## src/rtl/ctrl_seq_pkg.sv

```systemverilog
// Shared types and helpers for the ctrl_sequencer block.
package ctrl_seq_pkg;

  typedef enum logic [1:0] {
    IDLE = 2'd0,
    RUN  = 2'd1,
    HOLD = 2'd2,
    DONE = 2'd3
  } state_t;

  // Cycles without a wrap before RUN gives up: one full counter period plus one.
  function automatic int unsigned timeout_f(input int unsigned width);
    return (32'd1 << width) + 32'd1;
  endfunction

endpackage

```

## src/rtl/ctrl_seq_downcnt.sv

```systemverilog
// Loadable down-counter that saturates at zero, with a zero flag.
module ctrl_seq_downcnt #(
  parameter int unsigned W = 8
) (
  input  logic         clk_i,
  input  logic         rst_i,
  input  logic         load_i,
  input  logic [W-1:0] load_val_i,
  input  logic         dec_i,
  output logic [W-1:0] cnt_o,
  output logic         zero_o
);

  logic [W-1:0] cnt_q;

  always_ff @(posedge clk_i) begin
    if (rst_i) begin
      cnt_q <= '0;
    end else if (load_i) begin
      cnt_q <= load_val_i;
    end else if (dec_i && (cnt_q != '0)) begin
      cnt_q <= cnt_q - 1'b1;
    end
  end

  assign cnt_o  = cnt_q;
  assign zero_o = (cnt_q == '0);

endmodule

```

## src/rtl/ctrl_sequencer.sv

```systemverilog
// Command-driven controller: runs the counter for N wraps, holds H idle cycles,
// then pulses done with a snapshot of count taken when ctrl dropped.
module ctrl_sequencer
  import ctrl_seq_pkg::*;
#(
  parameter int unsigned WIDTH = 4,
  parameter int unsigned LOOPW = 8,
  parameter int unsigned HOLDW = 8
) (
  input  logic             clk,
  input  logic             rst,
  input  logic             cmd_valid,
  output logic             cmd_ready,
  input  logic [LOOPW-1:0] cmd_loops,
  input  logic [HOLDW-1:0] cmd_hold,
  output logic             ctrl,
  input  logic [WIDTH-1:0] count,
  input  logic             loop,
  output logic             busy,
  output logic             done,
  output logic [WIDTH-1:0] done_count,
  output logic             err
);

  localparam int unsigned       TMOW    = WIDTH + 2;
  localparam logic [TMOW-1:0]   TIMEOUT = TMOW'(timeout_f(WIDTH));

  state_t             state_q, state_d;
  logic [TMOW-1:0]    tmo_q, tmo_d, tmo_inc;
  logic [WIDTH-1:0]   dc_q, dc_d;
  logic               err_q, err_d;
  logic               ctrl_q, busy_q, done_q;

  logic               load;
  logic               loops_dec, hold_dec;
  logic [LOOPW-1:0]   loops_left;
  logic [HOLDW-1:0]   hold_left;
  logic               loops_zero, hold_zero;

  ctrl_seq_downcnt #(.W(LOOPW)) u_loops (
    .clk_i      (clk),
    .rst_i      (rst),
    .load_i     (load),
    .load_val_i (cmd_loops),
    .dec_i      (loops_dec),
    .cnt_o      (loops_left),
    .zero_o     (loops_zero)
  );

  ctrl_seq_downcnt #(.W(HOLDW)) u_hold (
    .clk_i      (clk),
    .rst_i      (rst),
    .load_i     (load),
    .load_val_i (cmd_hold),
    .dec_i      (hold_dec),
    .cnt_o      (hold_left),
    .zero_o     (hold_zero)
  );

  assign tmo_inc = tmo_q + 1'b1;

  always_comb begin
    state_d   = state_q;
    tmo_d     = tmo_q;
    dc_d      = dc_q;
    err_d     = err_q;
    load      = 1'b0;
    loops_dec = 1'b0;
    hold_dec  = 1'b0;
    unique case (state_q)
      IDLE: begin
        if (cmd_valid) begin
          load    = 1'b1;
          err_d   = 1'b0;
          tmo_d   = '0;
          state_d = (cmd_loops != '0) ? RUN : HOLD;
        end
      end
      RUN: begin
        // A wrap takes priority over a timeout landing in the same cycle.
        if (loop) begin
          loops_dec = 1'b1;
          tmo_d     = '0;
          if ((loops_left == LOOPW'(1)) || loops_zero) begin
            dc_d    = count;
            state_d = HOLD;
          end
        end else begin
          tmo_d = tmo_inc;
          if (tmo_inc == TIMEOUT) begin
            err_d   = 1'b1;
            dc_d    = count;
            state_d = HOLD;
          end
        end
      end
      HOLD: begin
        if (hold_zero) begin
          state_d = DONE;
        end else begin
          hold_dec = 1'b1;
          if (hold_left == HOLDW'(1)) begin
            state_d = DONE;
          end
        end
      end
      DONE: begin
        state_d = IDLE;
      end
      default: begin
        state_d = IDLE;
      end
    endcase
  end

  // Outputs are registered decodes of the next state so they line up with state_q.
  always_ff @(posedge clk) begin
    if (rst) begin
      state_q <= IDLE;
      tmo_q   <= '0;
      dc_q    <= '0;
      err_q   <= 1'b0;
      ctrl_q  <= 1'b0;
      busy_q  <= 1'b0;
      done_q  <= 1'b0;
    end else begin
      state_q <= state_d;
      tmo_q   <= tmo_d;
      dc_q    <= dc_d;
      err_q   <= err_d;
      ctrl_q  <= (state_d == RUN);
      busy_q  <= (state_d != IDLE);
      done_q  <= (state_d == DONE);
    end
  end

  assign cmd_ready  = (state_q == IDLE);
  assign ctrl       = ctrl_q;
  assign busy       = busy_q;
  assign done       = done_q;
  assign done_count = dc_q;
  assign err        = err_q;

endmodule

```

## config.mk

```make
export PLATFORM = sky130hd
export DESIGN_NAME = ctrl_sequencer
export DESIGN_NICKNAME = d
export VERILOG_FILES = /design/src/rtl/ctrl_seq_pkg.sv /design/src/rtl/ctrl_seq_downcnt.sv /design/src/rtl/ctrl_sequencer.sv
export SDC_FILE = /design/constraint.sdc
export NUM_CORES = 1
export LEC_CHECK = 0
export ABC_AREA = 1
export CAP_MARGIN = 10
export CORE_UTILIZATION = 30
export DETAILED_ROUTE_END_ITERATION = 16
export GPL_ROUTABILITY_DRIVEN = 0
export PLACE_DENSITY_LB_ADDON = 0.3
export REMOVE_ABC_BUFFERS = 1
export SYNTH_ARGS = -nofsm -noshare
export SYNTH_HDL_FRONTEND = slang
export SYNTH_SLANG_ARGS = --single-unit
```

## constraint.sdc

```tcl
create_clock -name clk -period 1.4 [get_ports clk]
set_input_delay 0.28 -clock clk [delete_from_list [all_inputs] [get_ports clk]]
set_output_delay 0.28 -clock clk [all_outputs]
set_load 0.03 [all_outputs]
```

; ---- After elaboration in Yosys (flattened, before gate mapping)
; Cells that the tools add are included.
[op_classes]
n_reduce_logical = 17
add_sub_neg = 3
muxes = 28
n_eq_ne = 12
[ops]
columns = cell, count
row1 = $mux W8, 4
row2 = $reduce_bool A8 Y1, 3
row3 = $eq A8 B1 Y1 const B, 2
row4 = $logic_not A8 Y1, 2
row5 = $sub A8 B1 Y8 const B, 2
row6 = $mux W2, 7
row7 = $mux W4, 3
row8 = $mux W6, 2
row9 = $pmux W6 S2, 1
row10 = $reduce_bool A2 Y1, 5
row11 = $mux W1, 9
row12 = $pmux W2 S4, 1
row13 = $add A6 B1 Y6 const B, 1
row14 = $eq A2 B2 Y1 const B, 3
row15 = $eq A6 B5 Y1 const B, 1
row16 = $ne A2 B2 Y1 const B, 3
row17 = $eq A2 B1 Y1 const B, 2
row18 = $reduce_and A4 Y1, 1
row19 = $reduce_and A3 Y1, 1
row20 = $logic_and A1 B1 Y1, 2
row21 = $logic_not A2 Y1, 1
row22 = $ne A2 B1 Y1 const B, 1
row23 = $pmux W1 S2, 1
row24 = $reduce_and A2 Y1, 1
row25 = $logic_or A1 B1 Y1, 1
[word_totals]
elab_cells = 69
ff_bits = 32

; ---- Longest topological paths before layout
[depth]
depth_word = 6
depth_mapped = 12

; ---- Modules after synthesis
; From an unflattened synthesis, not the netlist that was laid out.
[hier_totals]
hier_cells = 352
area_unflattened_um2 = 2128.3
[modules_own_cells]
columns = mod, cells_per_inst, area_each_um2, n_inst, seq_area_each_um2
row1 = ctrl_seq_downcnt, 104, 600.6, 2, 160.2
row2 = ctrl_sequencer, 144, 927.1, 1, 320.3

; ---- Least setup slack after synthesis
; Ideal clock, no wire load.
[synth_path]
kind = register to register
from = register u_loops.cnt_q[0] (netlist: u_loops.cnt_o[0])
to = register busy_q (netlist: busy)
stages_incl_launch_ff = 9
slack_ps = 19
setup_ps = 114
arrival_time_ps = 1267
period_less_slack_ps = 1381
path_cell_list = dfxtp_1 inv_1 ha_1 o2111ai_1 nand2_4 nand2_2 nand2_2 nand2_2 nand2_1
[synth_between]
elab_chain_len = 6
word_cells_on_any_way = 7
classes_between = eq/ne (1) / mux (3) / reduce/logical (3)
[synth_lines]
columns = item, line_no
row1 = "start, declared", ctrl_seq_downcnt.sv:14  ; logic [W-1:0] cnt_q;
row2 = "start signal, assigned", ctrl_seq_downcnt.sv:20  ; cnt_q <= load_val_i;
row3 = "start signal, assigned", ctrl_seq_downcnt.sv:22  ; cnt_q <= cnt_q - 1'b1;
row4 = $eq A8 B1 Y1 or $logic_not A8 Y1 (tied branches), "ctrl_sequencer.sv:84, ctrl_seq_downcnt.sv:27"
row5 = $logic_or A1 B1 Y1 (*), ctrl_sequencer.sv:84  ; if ((loops_left == LOOPW'(1)) || loops_zero) begin
row6 = $mux W2 (*), ctrl_sequencer.sv:84
row7 = $mux W2 (*), ctrl_sequencer.sv:81  ; if (loop) begin
row8 = $pmux W2 S4 (*), ctrl_sequencer.sv:70  ; unique case (state_q)
row9 = $reduce_bool A2 Y1 (*), ctrl_sequencer.sv:132  ; busy_q <= (state_d != IDLE);
row10 = "end signal, assigned", ctrl_sequencer.sv:132
row11 = "end, declared", ctrl_sequencer.sv:32  ; logic ctrl_q, busy_q, done_q;
; Mark *: on every way between the ends. The rest lies on a longest branch, timed or not.
; A chain may end at the register's enable or synchronous reset.

; ---- Worst setup path in the final report
[layout_path]
from = register tmo_q[0]
to = register dc_q[0] (netlist: done_count[0])
[layout_between]
elab_chain_len = 4
[layout_lines]
columns = item, line_no
row1 = "start, declared", ctrl_sequencer.sv:29  ; logic [TMOW-1:0] tmo_q, tmo_d, tmo_inc;
row2 = "start signal, assigned", ctrl_sequencer.sv:128  ; tmo_q <= tmo_d;
row3 = $add A6 B1 Y6, ctrl_sequencer.sv:60  ; assign tmo_inc = tmo_q + 1'b1;
row4 = $eq A6 B5 Y1, ctrl_sequencer.sv:90  ; if (tmo_inc == TIMEOUT) begin
row5 = $reduce_bool A2 Y1 (no line), -
row6 = $reduce_and A3 Y1 (no line), -
row7 = "end signal, assigned", ctrl_sequencer.sv:121  ; dc_q <= '0;
row8 = "end signal, assigned", ctrl_sequencer.sv:129  ; dc_q <= dc_d;
row9 = "end, declared", ctrl_sequencer.sv:30  ; logic [WIDTH-1:0] dc_q, dc_d;
; No other way between the ends.

==> results.md <==
- The largest vdd supply drop is approximately 0.00075 V.
- The number of flops mapped to enable cells by yosys is 0.
- For this run, design rule violations remaining after detail routing come to 0.
- The die covers approximately 6500 um2.
- The number of nets in the layout is slightly below 400.
- The post-synthesis register bit count is 32.
- The detailed-placement wirelength estimate is 3.46 mm.
- The initial antenna violation count came to 0.
- The portion of synthesized cell area occupied by the leading cell type is approximately 35%.
- Of all flip-flops after synthesis, the portion carrying an async set or reset was 0%.
- In this run the worst path has a maximum fanout of 5.
- The final clock skew is roughly 0.014 ns.
- The launch instance of the worst register-to-register path is tmo_q[0]$_SDFFE_PP0P_.
- Wires add up to 5.10 mm.
- The fraction of final layout cells sized beyond drive strength 1 is a little over a third.
- The core footprint is just under 6000 um2.
- The worst setup margin is -0.0454 ns.
- The worst path arrival time is ~1.6 ns.
- The normalized max-slew margin is between 70% and 80%.
- After synthesis, the largest family of logic cells by area is simple AND/OR/NAND/NOR gates.
- The sequential fraction of the synthesis area is 34.6%.
- The netlist uses 33 different library cells.
- The transition time at the pin with the least slew margin is between 0.3 and 0.4 ns.
- The count of final max-slew check failures is 0.
- The met3 track demand over resource in global routing is 3.18%.
- During I/O placement, the number of pins put on the boundary was 33.
- After synthesis, the cell types taking the most area are sky130_fd_sc_hd__dfxtp_1 35%, sky130_fd_sc_hd__nand2_1 13%, sky130_fd_sc_hd__nor2_1 8.5%.
- The worst path uses 103% of the clock period.
- The worst setup path is captured at a flop.
- After synthesis the cells add up to roughly 1900 um2.
- The area share of xor/xnor cells in the synthesized design is 1.42%.
- After technology mapping, the gate count stands at roughly 280.
- Power spread over the standard cell area amounts to 1020 nW/um2.
- The flow ran to the end, but the final reports show violations.
- The number of fillers in the final layout is approximately 570.
- The first-pass GRT wire length is 8.02 mm.
- The antenna diode count is 0.
- The maximum number of pins on one net before global-route repair is 19.
- The sort of element at the start of the critical path is a flop.
- The final hold violation count came to 0.
- Setup repair after global routing could not meet its margin everywhere.
- The starting density of the core is a little under a third.
- In the synthesized netlist, the cells that appear most often are 63 x sky130_fd_sc_hd__nand2_1, 42 x sky130_fd_sc_hd__nor2_1, 32 x sky130_fd_sc_hd__dfxtp_1.
- The checks that failed: setup timing.
- The TritonCTS clock tree is built.
- Across all hold checks on the routed design, the worst slack comes to 0.481 ns.
- The post-synthesis simple-gate area fraction is around a third.
- The routed layout has about 2000 vias.
- Walking the worst path, the cells encountered are inv_4, ha_4, inv_2, nor2_4, nand3_2, nor2_4, nand3_4, nand2_4, nand3_1, nand2_1, nor2_1.
- The DRC violation total after the first TritonRoute iteration is about 110.
- The largest single stage delay on the critical path is between 0.3 and 0.4 ns.
- In this run the worst setup path begins at tmo_q[0]$_SDFFE_PP0P_.
- The most frequent cell after synthesis is sky130_fd_sc_hd__nand2_1.
- After clock tree synthesis, the clock-pin slew on the worst setup and hold paths is roughly 0.070 ns.
- The met2 global-route usage is 28.1%.
- The multiplexer fraction of the synthesized cell area is 0%.
- The startpoint-to-endpoint class of the critical path is reg -> reg.
- After layout, the minimum clock period comes to approximately 1.4 ns.
- After detailed placement, the design holds a cell count of between 400 and 500.
- The H-tree depth is 2.
- The sink count of the clock tree is 32.
- Setup violations remaining at the end of the flow were counted as 7.
- The sequential cell area in the final layout is between 600 and 700 um2.
- Relative to the synthesized area, the layout overhead comes to 63.4%.
- The first-pass iteration count of the detailed router is 4.
- The multi-input combinational cells in the finished layout cover a total of approximately 1300 um2.
- The number of max-cap violations is 0.
- Counting the buffers created by CTS gives 5.
- The number of global-route vias before repair is around 1800.
- The longest clock path from root to sink contains 2 buffers.
- The fraction of the mapped netlist area in adder cells is about 4.7%.
- Input and output buffers added on the ports amount to 32.
- The capture point of the worst path is done_count[0]$_SDFFE_PP0P_.
- The ratio of routed vias to standard cells is 4.66.
- The cell that appears most often on the critical path is sky130_fd_sc_hd__nor2_4.
- The critical path runs through a total of 11 cells.
- Prior to clock tree synthesis, the placed netlist has a worst setup slack of -0.349 ns.
- The global-route met1 utilization is ~20%.
- The class of the tightest hold or removal check is reg -> reg.
- The y dimension of the die is a little over 80 um.
- The floorplan has 28 rows.
- The largest area contributor in the synthesized netlist is sky130_fd_sc_hd__dfxtp_1.
- The residual overflow from global routing is 0.
- A synthesized cell averages 6.57 um2.
- Timing would allow up to 692 MHz.
- The leakage power of the design is about 1.3 nW.
- In this run the critical register-to-register path is captured at done_count[0]$_SDFFE_PP0P_.
- Among cell families on the critical path, the largest total delay comes from simple AND/OR/NAND/NOR gates.
- Measured in cells, the most critical reg-to-reg path has a length of 11.
- Among all stages on the critical path, the largest delay is contributed by sky130_fd_sc_hd__dfxtp_4.
- The origin of the worst min-delay path is done_count[1]$_SDFFE_PP0P_.
- The number of warnings issued by yosys is 0.
- Together, buffers and inverters on the worst path number 2.
- In this run the remaining antenna-violating nets after routing total 0.
- The clock tree root driver cell is sky130_fd_sc_hd__clkbuf_8.
- The total global-route track usage is between 15 and 20%.
- The required time at the worst-slack endpoint is about 1.6 ns.
- The filler-free cell count of the finished design is about 440.
- The die span in x is just over 80 um.
- The leading register cell type out of synthesis is sky130_fd_sc_hd__dfxtp_1.
- The number of buffers inserted for hold repair after clock tree synthesis is 0.
- Total power for the finished layout comes to between 0.003 and 0.004 W.
- The detailed-route wire length per cell is between 10 and 15 um.
- The setup slack on the worst flop-to-flop path is -0.05 ns.
- At the later pin of the worst-skew pair, clock insertion delay measures 0.29 ns.
- The synthesized netlist devotes ~16% of its cell area to compound gates.
- The busiest layer in global routing is met2.
-- per-stage QoR --
step | instance area (um2) | setup TNS, ns | util [%]
4_1_cts | 2750 | -0.329 | 46.5
3_3_place_gp | 2510 | -6.36 | 42.4
6_report | 3030 | -0.203 | 51.1
2_1_floorplan | 1830 | -2.94 | -
5_1_grt | 3030 | -1.36 | 51.1
3_5_place_dp | 2510 | -6.82 | 42.4
-- area by class of cell --
type	count	share of cell area, %
Sequential cell	32	21.7
Timing Repair Buffer	77	22.2
Multi-Input combinational cell	210	44.2
Clock inverter	3	1.41
Inverter	36	5.13
Clock buffer	5	2.27
Tap cell	75	3.10
-- worst register-to-register path: stages (launching register included) --
cell	delay (ns)
sky130_fd_sc_hd__dfxtp_4	0.38
sky130_fd_sc_hd__inv_4	0.06
sky130_fd_sc_hd__ha_4	0.12
sky130_fd_sc_hd__inv_2	0.04
sky130_fd_sc_hd__nor2_4	0.07
sky130_fd_sc_hd__nand3_2	0.11
sky130_fd_sc_hd__nor2_4	0.14
sky130_fd_sc_hd__nand3_4	0.11
sky130_fd_sc_hd__nand2_4	0.12
sky130_fd_sc_hd__nand3_1	0.08
sky130_fd_sc_hd__nand2_1	0.06
sky130_fd_sc_hd__nor2_1	0.04
-- report_power, final --
group	internal (W)	switching [W]	total, W
Combinational	0.000511	0.000618	0.00113
Sequential	0.000996	0.0000825	0.00108
Clock	0.000527	0.000365	0.000892
Total	0.00203	0.00107	0.00310
-- state kept, by name (all words and copies together) (netlist names) --
signal,count
tmo_q,6
u_loops.cnt_o,8
done_count,4
ctrl,1
busy,1
err,1
state_q,2
u_hold.cnt_o,8
done,1
-- kinds of logic after synthesis --
kind of cell,after synthesis
and+or+nand+nor,145
adders and majority gates,7
AOI/OAI and AO/OA,54
buffers and inverters,41
xor gates and xnor gates,3
DFF,32
-- cells in the final DEF, fill, tap and decap left out, types with 3 or more instances in the layout --
cell,n
sky130_fd_sc_hd__ha_4,4
sky130_fd_sc_hd__inv_4,4
sky130_fd_sc_hd__nand3_2,6
sky130_fd_sc_hd__nand2_2,18
sky130_fd_sc_hd__buf_6,3
sky130_fd_sc_hd__dlygate4sd2_1,8
sky130_fd_sc_hd__nand2_4,4
sky130_fd_sc_hd__nand3_1,14
sky130_fd_sc_hd__a31oi_1,3
sky130_fd_sc_hd__a21oi_1,23
sky130_fd_sc_hd__clkdlybuf4s50_1,21
sky130_fd_sc_hd__nor2_4,8
sky130_fd_sc_hd__dfxtp_2,6
sky130_fd_sc_hd__dfxtp_1,24
sky130_fd_sc_hd__inv_2,4
sky130_fd_sc_hd__nor2_1,34
sky130_fd_sc_hd__buf_4,41
sky130_fd_sc_hd__nor2_2,6
sky130_fd_sc_hd__o21ai_0,16
sky130_fd_sc_hd__nand2_1,48
sky130_fd_sc_hd__clkbuf_8,5
sky130_fd_sc_hd__inv_1,25
-- routing by layer --
layer	vias up	part of all wire, %
met5	-	0
met4	0	1.5
met3	9	2.7
met2	24	50
met1	931	46
li1	1076	-
-- worst min path at each step --
stage	depth (start not counted)	to
floorplan	1	tmo_q[1]$_SDFFE_PP0P_
global placement	2	u_loops.cnt_o[1]$_SDFFE_PP0P_
detailed placement	2	tmo_q[5]$_SDFFE_PP0P_
CTS	2	tmo_q[5]$_SDFFE_PP0P_
global route	2	tmo_q[5]$_SDFFE_PP0P_
finish	2	done_count[1]$_SDFFE_PP0P_
-- timing repair --
item | in CTS | in global routing
pin swaps | 7 | 21
setup endpoints to repair | 26 | 25
buffers inserted | 3 | 8
hold endpoints to repair | 0 | 0
resized for setup | 36 | 62
cloned | 1 | 0
Power figures use the tool's default switching activity.
